==> config.mk <==
export PLATFORM = sky130hd
export DESIGN_NAME = raiz_arbiter
export DESIGN_NICKNAME = d
export VERILOG_FILES = /design/src/rtl/raiz_pkg.sv /design/src/rtl/rr_picker.sv /design/src/rtl/raiz_arbiter.sv
export SDC_FILE = /design/constraint.sdc
export NUM_CORES = 1
export LEC_CHECK = 0
export CORE_UTILIZATION = 39
export CTS_CLUSTER_SIZE = 8
export DETAILED_ROUTE_END_ITERATION = 8
export PLACE_DENSITY = 0.81
export SYNTH_ARGS = -nofsm -noshare
export SYNTH_HDL_FRONTEND = slang
export SYNTH_HIERARCHICAL = 1
export SYNTH_SLANG_ARGS = --single-unit
export TNS_END_PERCENT = 50
==> constraint.sdc <==
create_clock -name clk -period 2.4 [get_ports clk]
set_input_delay 0.36 -clock clk [delete_from_list [all_inputs] [get_ports clk]]
set_output_delay 0.36 -clock clk [all_outputs]
set_load 0.005 [all_outputs]
==> src/rtl/raiz_pkg.sv <==
`default_nettype none
// +----------------------------------------------------------------------+
// | raiz_pkg : shared types and defaults for the square-root arbiter      |
// | Revision : 1.0                                                        |
// +----------------------------------------------------------------------+
package raiz_pkg;

  typedef enum logic [2:0] {
    ST_IDLE     = 3'd0,
    ST_GRANT    = 3'd1,
    ST_LAUNCH   = 3'd2,
    ST_WAIT     = 3'd3,
    ST_COMPLETE = 3'd4,
    ST_ABORT    = 3'd5
  } state_t;

  localparam int c_n_req   = 4;
  localparam int c_op_w    = 16;
  localparam int c_timeout = 64;

  // Index/counter width; never below one bit so a 2-entry space still has a register.
  function automatic int clog2_min1(input int value);
    return (value <= 2) ? 1 : $clog2(value);
  endfunction

endpackage
`default_nettype wire

==> src/rtl/rr_picker.sv <==
`default_nettype none
// +----------------------------------------------------------------------+
// | rr_picker : combinational round-robin winner search from a pointer   |
// | Revision  : 1.0                                                       |
// +----------------------------------------------------------------------+
module rr_picker
  import raiz_pkg::*;
#(
  parameter int  N_REQ = c_n_req,
  localparam int IDX_W = clog2_min1(N_REQ)
) (
  input  logic [N_REQ-1:0] req,
  input  logic [IDX_W-1:0] ptr,
  output logic             valid,
  output logic [IDX_W-1:0] idx
);

  logic [IDX_W-1:0] w_pos;

  always_comb begin
    valid = 1'b0;
    idx   = '0;
    w_pos = '0;
    // Walk from the far end back toward ptr so the nearest requester is written last.
    for (int k = N_REQ - 1; k >= 0; k--) begin
      w_pos = IDX_W'((int'(ptr) + k) % N_REQ);
      if (req[w_pos]) begin
        valid = 1'b1;
        idx   = w_pos;
      end
    end
  end

endmodule
`default_nettype wire

==> src/rtl/raiz_arbiter.sv <==
`default_nettype none
// +----------------------------------------------------------------------+
// | raiz_arbiter : round-robin sharing of one square-root core            |
// | Revision     : 1.0                                                    |
// +----------------------------------------------------------------------+
module raiz_arbiter
  import raiz_pkg::*;
#(
  parameter int  N_REQ   = c_n_req,
  parameter int  OP_W    = c_op_w,
  parameter int  TIMEOUT = c_timeout,
  localparam int RES_W   = OP_W / 2
) (
  input  logic                  clk,
  input  logic                  rst,
  input  logic [N_REQ-1:0]      in_req,
  input  logic [N_REQ*OP_W-1:0] in_A,
  output logic [N_REQ-1:0]      out_ack,
  output logic                  out_err,
  output logic [RES_W-1:0]      out_result,
  output logic                  out_busy,
  output logic                  out_raiz_rst,
  output logic                  out_raiz_init,
  output logic [OP_W-1:0]       out_raiz_A,
  input  logic                  in_raiz_done,
  input  logic [RES_W-1:0]      in_raiz_result
);

  localparam int IDX_W = clog2_min1(N_REQ);
  localparam int CNT_W = clog2_min1(TIMEOUT);

  localparam logic [CNT_W-1:0] c_cnt_last = CNT_W'(TIMEOUT - 1);
  localparam logic [IDX_W-1:0] c_idx_last = IDX_W'(N_REQ - 1);

  state_t           r_state;
  logic [IDX_W-1:0] r_ptr;
  logic [IDX_W-1:0] r_idx;
  logic [OP_W-1:0]  r_operand;
  logic [RES_W-1:0] r_result;
  logic [CNT_W-1:0] r_cnt;

  logic             w_valid;
  logic [IDX_W-1:0] w_win;
  logic [OP_W-1:0]  w_win_operand;
  logic [IDX_W-1:0] w_ptr_next;
  logic [N_REQ-1:0] w_ack_onehot;

  rr_picker #(
    .N_REQ (N_REQ)
  ) u_picker (
    .req   (in_req),
    .ptr   (r_ptr),
    .valid (w_valid),
    .idx   (w_win)
  );

  assign w_win_operand = in_A[w_win*OP_W +: OP_W];
  assign w_ptr_next    = (r_idx == c_idx_last) ? '0 : r_idx + 1'b1;
  assign w_ack_onehot  = N_REQ'(1) << r_idx;

  always_ff @(posedge clk) begin
    if (rst) begin
      r_state   <= ST_IDLE;
      r_ptr     <= '0;
      r_idx     <= '0;
      r_operand <= '0;
      r_result  <= '0;
      r_cnt     <= '0;
    end else begin
      case (r_state)
        ST_IDLE: begin
          if (w_valid) begin
            r_idx     <= w_win;
            r_operand <= w_win_operand;
            r_state   <= ST_GRANT;
          end
        end
        ST_GRANT: r_state <= ST_LAUNCH;
        ST_LAUNCH: begin
          r_cnt   <= '0;
          r_state <= ST_WAIT;
        end
        ST_WAIT: begin
          r_cnt <= r_cnt + 1'b1;
          // A done arriving on the last watchdog cycle still counts as success.
          if (in_raiz_done) begin
            r_result <= in_raiz_result;
            r_state  <= ST_COMPLETE;
          end else if (r_cnt == c_cnt_last) begin
            r_state <= ST_ABORT;
          end
        end
        ST_COMPLETE, ST_ABORT: begin
          r_ptr   <= w_ptr_next;
          r_state <= ST_IDLE;
        end
        default: r_state <= ST_IDLE;
      endcase
    end
  end

  // Outputs depend only on registered state, never on the request inputs.
  always_comb begin
    out_ack       = '0;
    out_err       = 1'b0;
    out_result    = '0;
    out_busy      = (r_state != ST_IDLE);
    out_raiz_rst  = 1'b0;
    out_raiz_init = 1'b0;
    case (r_state)
      ST_IDLE, ST_GRANT: out_raiz_rst = 1'b1;
      ST_LAUNCH:         out_raiz_init = 1'b1;
      ST_COMPLETE: begin
        out_ack    = w_ack_onehot;
        out_result = r_result;
      end
      ST_ABORT: begin
        out_ack = w_ack_onehot;
        out_err = 1'b1;
      end
      default: ;
    endcase
  end

  assign out_raiz_A = r_operand;

endmodule
`default_nettype wire

==> results.cfg, run 1 <==
[sta]
worst_pin_slew_ns = 0.690
post-route-period-util_pct = 94.0
hold_viol_final = 0
rsz0062_at_grt = false
max-slew-margin-rel_pct = 53.9
setup_viol = 0
slew_violations = 0
skew_ns = 0.00445
tns_ns = 0
max_freq_ghz = 0.443
post-route-min-period_ns = 2.26

[floorplan]
core_area_sq_um = 4820
ios = 111
row_count = 25
floorplan.die.height_um = 73.7
start_util_pct = 41.6
die_area_sq_um = 5430
die_x_um = 73.7

[critical_path]
path_cells = nor2b_2, and2_1, clkdlybuf4s50_1
critical_path_class = register to output pin
cp-end-kind = output pin
start_kind = register
r2r.worst_path.cells = 5
crit_family = simple AND/OR/NAND/NOR gates
max_stage_delay_ns = 0.51
crit_slowest_cell = dfxtp_1
worstPathBufferInverterCount = 1
required_ns = 2.04
critical_path.max_fanout = 9
worst_ep_arrival_time_ns = 1.90
crit_cells = 3

[clocking]
post_cts_buffers = 0
clock-sinks = 37
clk_pin_slew_ns = 0.07
cts_root_buf = clkbuf_8
post_cts_resized = 0
cts_made_buffers = 5
htreeDepth = 2
holdBufCountCts = 0
clockBufferDepth = 2
tritoncts = done
clock_latency_ns = 0.29

[pwr]
p_clk_share_pct = 33.3
ir_drop_uv = 292
cellPowerDensity_nw_per_um2 = 509
comb_power_share_pct = 26.2
p_sw_mw = 0.405
netSwitchingFraction_pct = 24.0
p_seq_share_pct = 40.5
p_leak_nw = 1.24
p_int_mw = 1.29

[yosys]
synth_enable_flop_cells = 0
synthTopCellsByArea = dfxtp_1, mux4_2, a22o_1
async_reset_ff_share_pct = 0
synth_ff_type = dfxtp_1
yosysTopAreaCellShare_pct = 37.0
yosys_warnings = 6
ys_types = 38
netlist_area_sq_um = 2000
synth_fp_nets = 281
ys_seq_elements = 37
avgSynthCellArea_sq_um = 10.2
ys_seq_area_share_pct = 37.0
synthCells = 197
yosysTopAreaCell = dfxtp_1

[flow_run]
maxCapViolations = 0

[placement]
place.gp.congestion = 0.757
io_buffers = 110
hpwl_mm = 4.55

[routing]
drt-initial-drc-count = 74
drc = 0
num_vias = 1974
ant_nets = 0
wl_per_cell_um = 15.8
vias_per_cell = 5.26
drt-total-wl_mm = 5.92
drt_first_pass_iters = 4

[global_routing]
track_usage_pct = 22.0
grt_pass1_vias = 1917
grt_start_max_net_pins = 17
grt_pass1_wl_mm = 8.92
antenna_found_initial = 0
grt_overflow = 0

[final_layout]
drive_above_1_share_pct = 12.0
syn_to_final_growth_pct = 66.1
num-nets-final = 391
finish.utilization_pct = 69.1
antenna_cells = 0

[min_path]
holdPathStages = 2
hold_path_class = register to register

[status]
status = finished clean
cells in the mapped netlist, types with 2 or more instances:
| master | number |
|---|---|
| buf_2 | 4 |
| mux4_2 | 16 |
| nor2_1 | 15 |
| a22o_1 | 16 |
| a31oi_1 | 2 |
| dfxtp_1 | 37 |
| a21oi_1 | 12 |
| nand2b_1 | 2 |
| nand3b_1 | 2 |
| o21ai_0 | 2 |
| buf_6 | 2 |
| ha_1 | 5 |
| nor2b_1 | 2 |
| nand4b_1 | 2 |
| mux2i_1 | 5 |
| and2_1 | 6 |
| or3_1 | 2 |
| clkbuf_1 | 8 |
| nand3_1 | 2 |
| and3_1 | 10 |
| a211oi_1 | 3 |
| nand2_1 | 24 |
| inv_1 | 3 |
power by group through the flow:
stage | sequential [mW] | combinational, mW | clock [mW]
3_3_place_gp | 0.697 | 0.433 | 0
3_5_place_dp | 0.698 | 0.443 | 0
2_1_floorplan | 0.699 | 0.185 | 0
4_1_cts | 0.685 | 0.446 | 0.568
5_1_grt | 0.691 | 0.477 | 0.600
6_report | 0.686 | 0.444 | 0.563
registers in the layout (all words and copies together) (netlist names):
register	flops
out_raiz_A	16
r_result	8
r_cnt	6
r_state	3
r_idx	2
r_ptr	2
layout make-up:
| cell class | count | area (sq um) |
|---|---|---|
| fill | 406 | 1490 |
| multi-input combinational | 141 | 1180 |
| clock inverter | 1 | 30.0 |
| inverter | 3 | 11.3 |
| clock buffer | 7 | 86.3 |
| sequential | 37 | 741 |
| timing repair buffer | 119 | 1190 |
| tap | 67 | 83.8 |
worst reg2reg max path: stages (launching register included):
cell and delay [ns]:
dfxtp_1 0.45, mux2i_1 0.16, a211oi_4 0.31, buf_4 0.24, mux4_2 0.53, a22o_1 0.21
metrics by stage:
stage               cell area (sq um)  total power [mW]  std cells  setup slack, ns  hold slack, ns
floorplan                        2000             0.884        197            0.331           0.432
global placement                 3210              1.13        367           0.0250           0.437
detailed placement               3210              1.14        367          -0.0954           0.440
CTS                              3320              1.70        375           0.0134           0.451
global route                     3330              1.77        375           0.0526           0.479
finish                           3330              1.69        375            0.143           0.450
routing by layer:
metal  routed length [um]  global-route usage, %
met2                 3190                   37.7
met4                   76                   7.69
met5                    0                      0
met3                  219                   3.57
met1                 2440                   27.9
final timing paths:
| kind | slack [ns] | end | from |
|---|---|---|---|
| hold / removal | 0.45 | r_result[4] | r_result[4] |
| setup / recovery | 0.14 | out_ack[3] | r_state[2] |
| hold reg to reg | 0.45 | r_result[4] | r_result[4] |
| setup reg to reg | 0.39 | out_raiz_A[5] | r_ptr[1] |
layout by cell type (no fill, tap or decap), drive strengths merged, types with 4 or more instances in the layout:
cell / n
dfxtp: 37
mux2i: 5
and2: 6
nor2: 15
a211oi: 4
a22o: 16
a21oi: 12
and3: 10
buf: 9
nand2: 24
clkbuf: 7
ha: 5
clkdlybuf4s50: 110
mux4: 16
cells by family (layout without fill, tap and decap cells):
logic type,count (synthesis),count (layout),synth area share (%)
mux,21,21,20.5
flops,37,37,37.0
buf+inv,19,130,4.62
simple gates,76,76,20.9
compound gates,39,39,13.9
fa+ha+maj,5,5,3.12
Note: power is estimated with default switching activity, not from simulation.
==> run 2: changes to the inputs <==
- SLEW_MARGIN: unset -> 10
==> results of run 2 <==
Final layout, timing and power as in run 1 (identical DEF).
==> run 3: changes to the inputs <==
- CORE_UTILIZATION: 39 -> 35
- PLACE_DENSITY: 0.81 -> 0.77
- clock period: 2.4 -> 2 ns (I/O delays scaled with it)
==> results.cfg, run 3 (synthesis gave the netlist of run 1 again) <==
[pwr]
ir_drop_uv = 256
netSwitchingFraction_pct = 25.9
p_clk_share_pct = 27.0
p_sw_mw = 0.486
cellPowerDensity_nw_per_um2 = 555
p_leak_nw = 1.29
p_total_mw = 1.88
p_int_mw = 1.39
comb_power_share_pct = 29.2
p_seq_share_pct = 43.8

[routing]
ant_nets = 0
drt_first_pass_iters = 4
drt-initial-drc-count = 103
drc = 0
num_vias = 1983
vias_per_cell = 5.08
wl_per_cell_um = 15.4
drt-total-wl_mm = 6.02

[final_layout]
final_common_cell = clkdlybuf4s50_1
largest_reg_flops = 16
finish.utilization_pct = 61.5
n_fill_cell = 465
layout_common_cells = clkdlybuf4s50_1, dfxtp_1, nand2_1
num-nets-final = 401
fin_area_sq_um = 3390
antenna_cells = 0
syn_to_final_growth_pct = 69.1
drive_above_1_share_pct = 16.4

[sta]
skew_ns = 0.00156
rsz0062_at_grt = false
setup_viol = 0
slew_violations = 0
post-route-period-util_pct = 98.1
hold_viol_final = 0
max-slew-margin-rel_pct = 54.0
holdWs_ns = 0.452
max_freq_ghz = 0.510
worst_pin_slew_ns = 0.690
post-route-min-period_ns = 1.96
tns_ns = 0

[floorplan]
start_util_pct = 36.4
core_area_sq_um = 5510
die_area_sq_um = 6030
row_count = 27
ios = 111
floorplan.die.height_um = 77.7
die_x_um = 77.7

[clocking]
clockBufferDepth = 2
cts_made_buffers = 5
clock_latency_ns = 0.29
tritoncts = done
clk_pin_slew_ns = 0.07
clock-sinks = 37
cts_root_buf = clkbuf_8
holdBufCountCts = 0
htreeDepth = 2

[global_routing]
antenna_found_initial = 0
grt_start_max_net_pins = 21
grt_pass1_wl_mm = 9.40
grt_pass1_vias = 1982
grt_overflow = 0
track_usage_pct = 20.3

[critical_path]
required_ns = 2.18
critical_path_class = input port to register
critical_path.max_fanout = 7
worst_ep_arrival_time_ns = 2.14
regToRegStartpoint = r_ptr[1]
cp-end-kind = register
start_kind = input port
crit_start = in_req[1]

[min_path]
hold_path_class = register to register
hp-start = r_result[6]

[placement]
io_buffers = 110
hpwl_mm = 4.77
place_area_sq_um = 3270
place.gp.congestion = 0.803

[status]
status = finished clean

[flow_run]
maxCapViolations = 0
## run 3: cell types whose count changed in the layout (fill, tap and decap cells not counted), sizes merged
cell	previous run	this run
buf	9	19
clkdlybuf4s50	110	108
clkinv	0	2
bufinv	1	0
clkbuf	7	6
dlygate4sd2	0	1
dlymetal6s2s	0	1
## run 3: final cells by class
cell class / count / area, sq um / area share (%)
repair buffers: 129 / 1260 / 37.2
well taps: 72 / 90.1 / 2.66
flip-flops and latches: 37 / 749 / 22.1
clock buffers: 6 / 72.6 / 2.14
clock inverters: 2 / 10.0 / 0.295
inverters: 3 / 11.3 / 0.332
multi-input cells: 141 / 1190 / 35.2
## run 3: worst max-delay path, stage by stage
cell	delay [ns]
clkdlybuf4s50_1	0.51
a21oi_1	0.08
a211oi_4	0.32
buf_6	0.21
mux4_2	0.52
a22o_1	0.20
## run 3: power by group through the flow
stage	logic, mW	clock network, mW	registers [mW]
after floorplan	0.223	0	0.839
after CTS	0.550	0.520	0.824
after detailed placement	0.545	0	0.839
after global routing	0.589	0.557	0.829
final	0.549	0.508	0.822
after global placement	0.533	0	0.838
## run 3: repair_timing
action,in CTS,in global routing
gates resized for setup,9,4
setup endpoints to repair,23,7
setup buffers,0,1
gates cloned,0,0
pin swaps,1,1
## run 3: metrics by stage
| step | worst slack, ns | std cells |
|---|---|---|
| floorplan | 0.0206 | 197 |
| global placement | -0.322 | 381 |
| detailed placement | -0.423 | 381 |
| CTS | 0.0317 | 389 |
| finish | 0.0381 | 390 |
| global route | 0.00180 | 390 |
## run 3: worst paths after layout
kind | cells past startpoint | end | slack (ns)
max | 6 | out_raiz_A[3] | 0.04
min | 2 | r_result[6] | 0.45
min reg2reg | 2 | r_result[6] | 0.45
max reg2reg | 6 | out_raiz_A[3] | 0.04
## run 3: metal layers
metal,GRT usage [%],up-vias,share of wire (%)
met5,0,-,0
met4,10.6,0,3.5
met3,4.82,16,4.5
met2,34.5,62,51
met1,23.5,943,41
li1,-,962,-
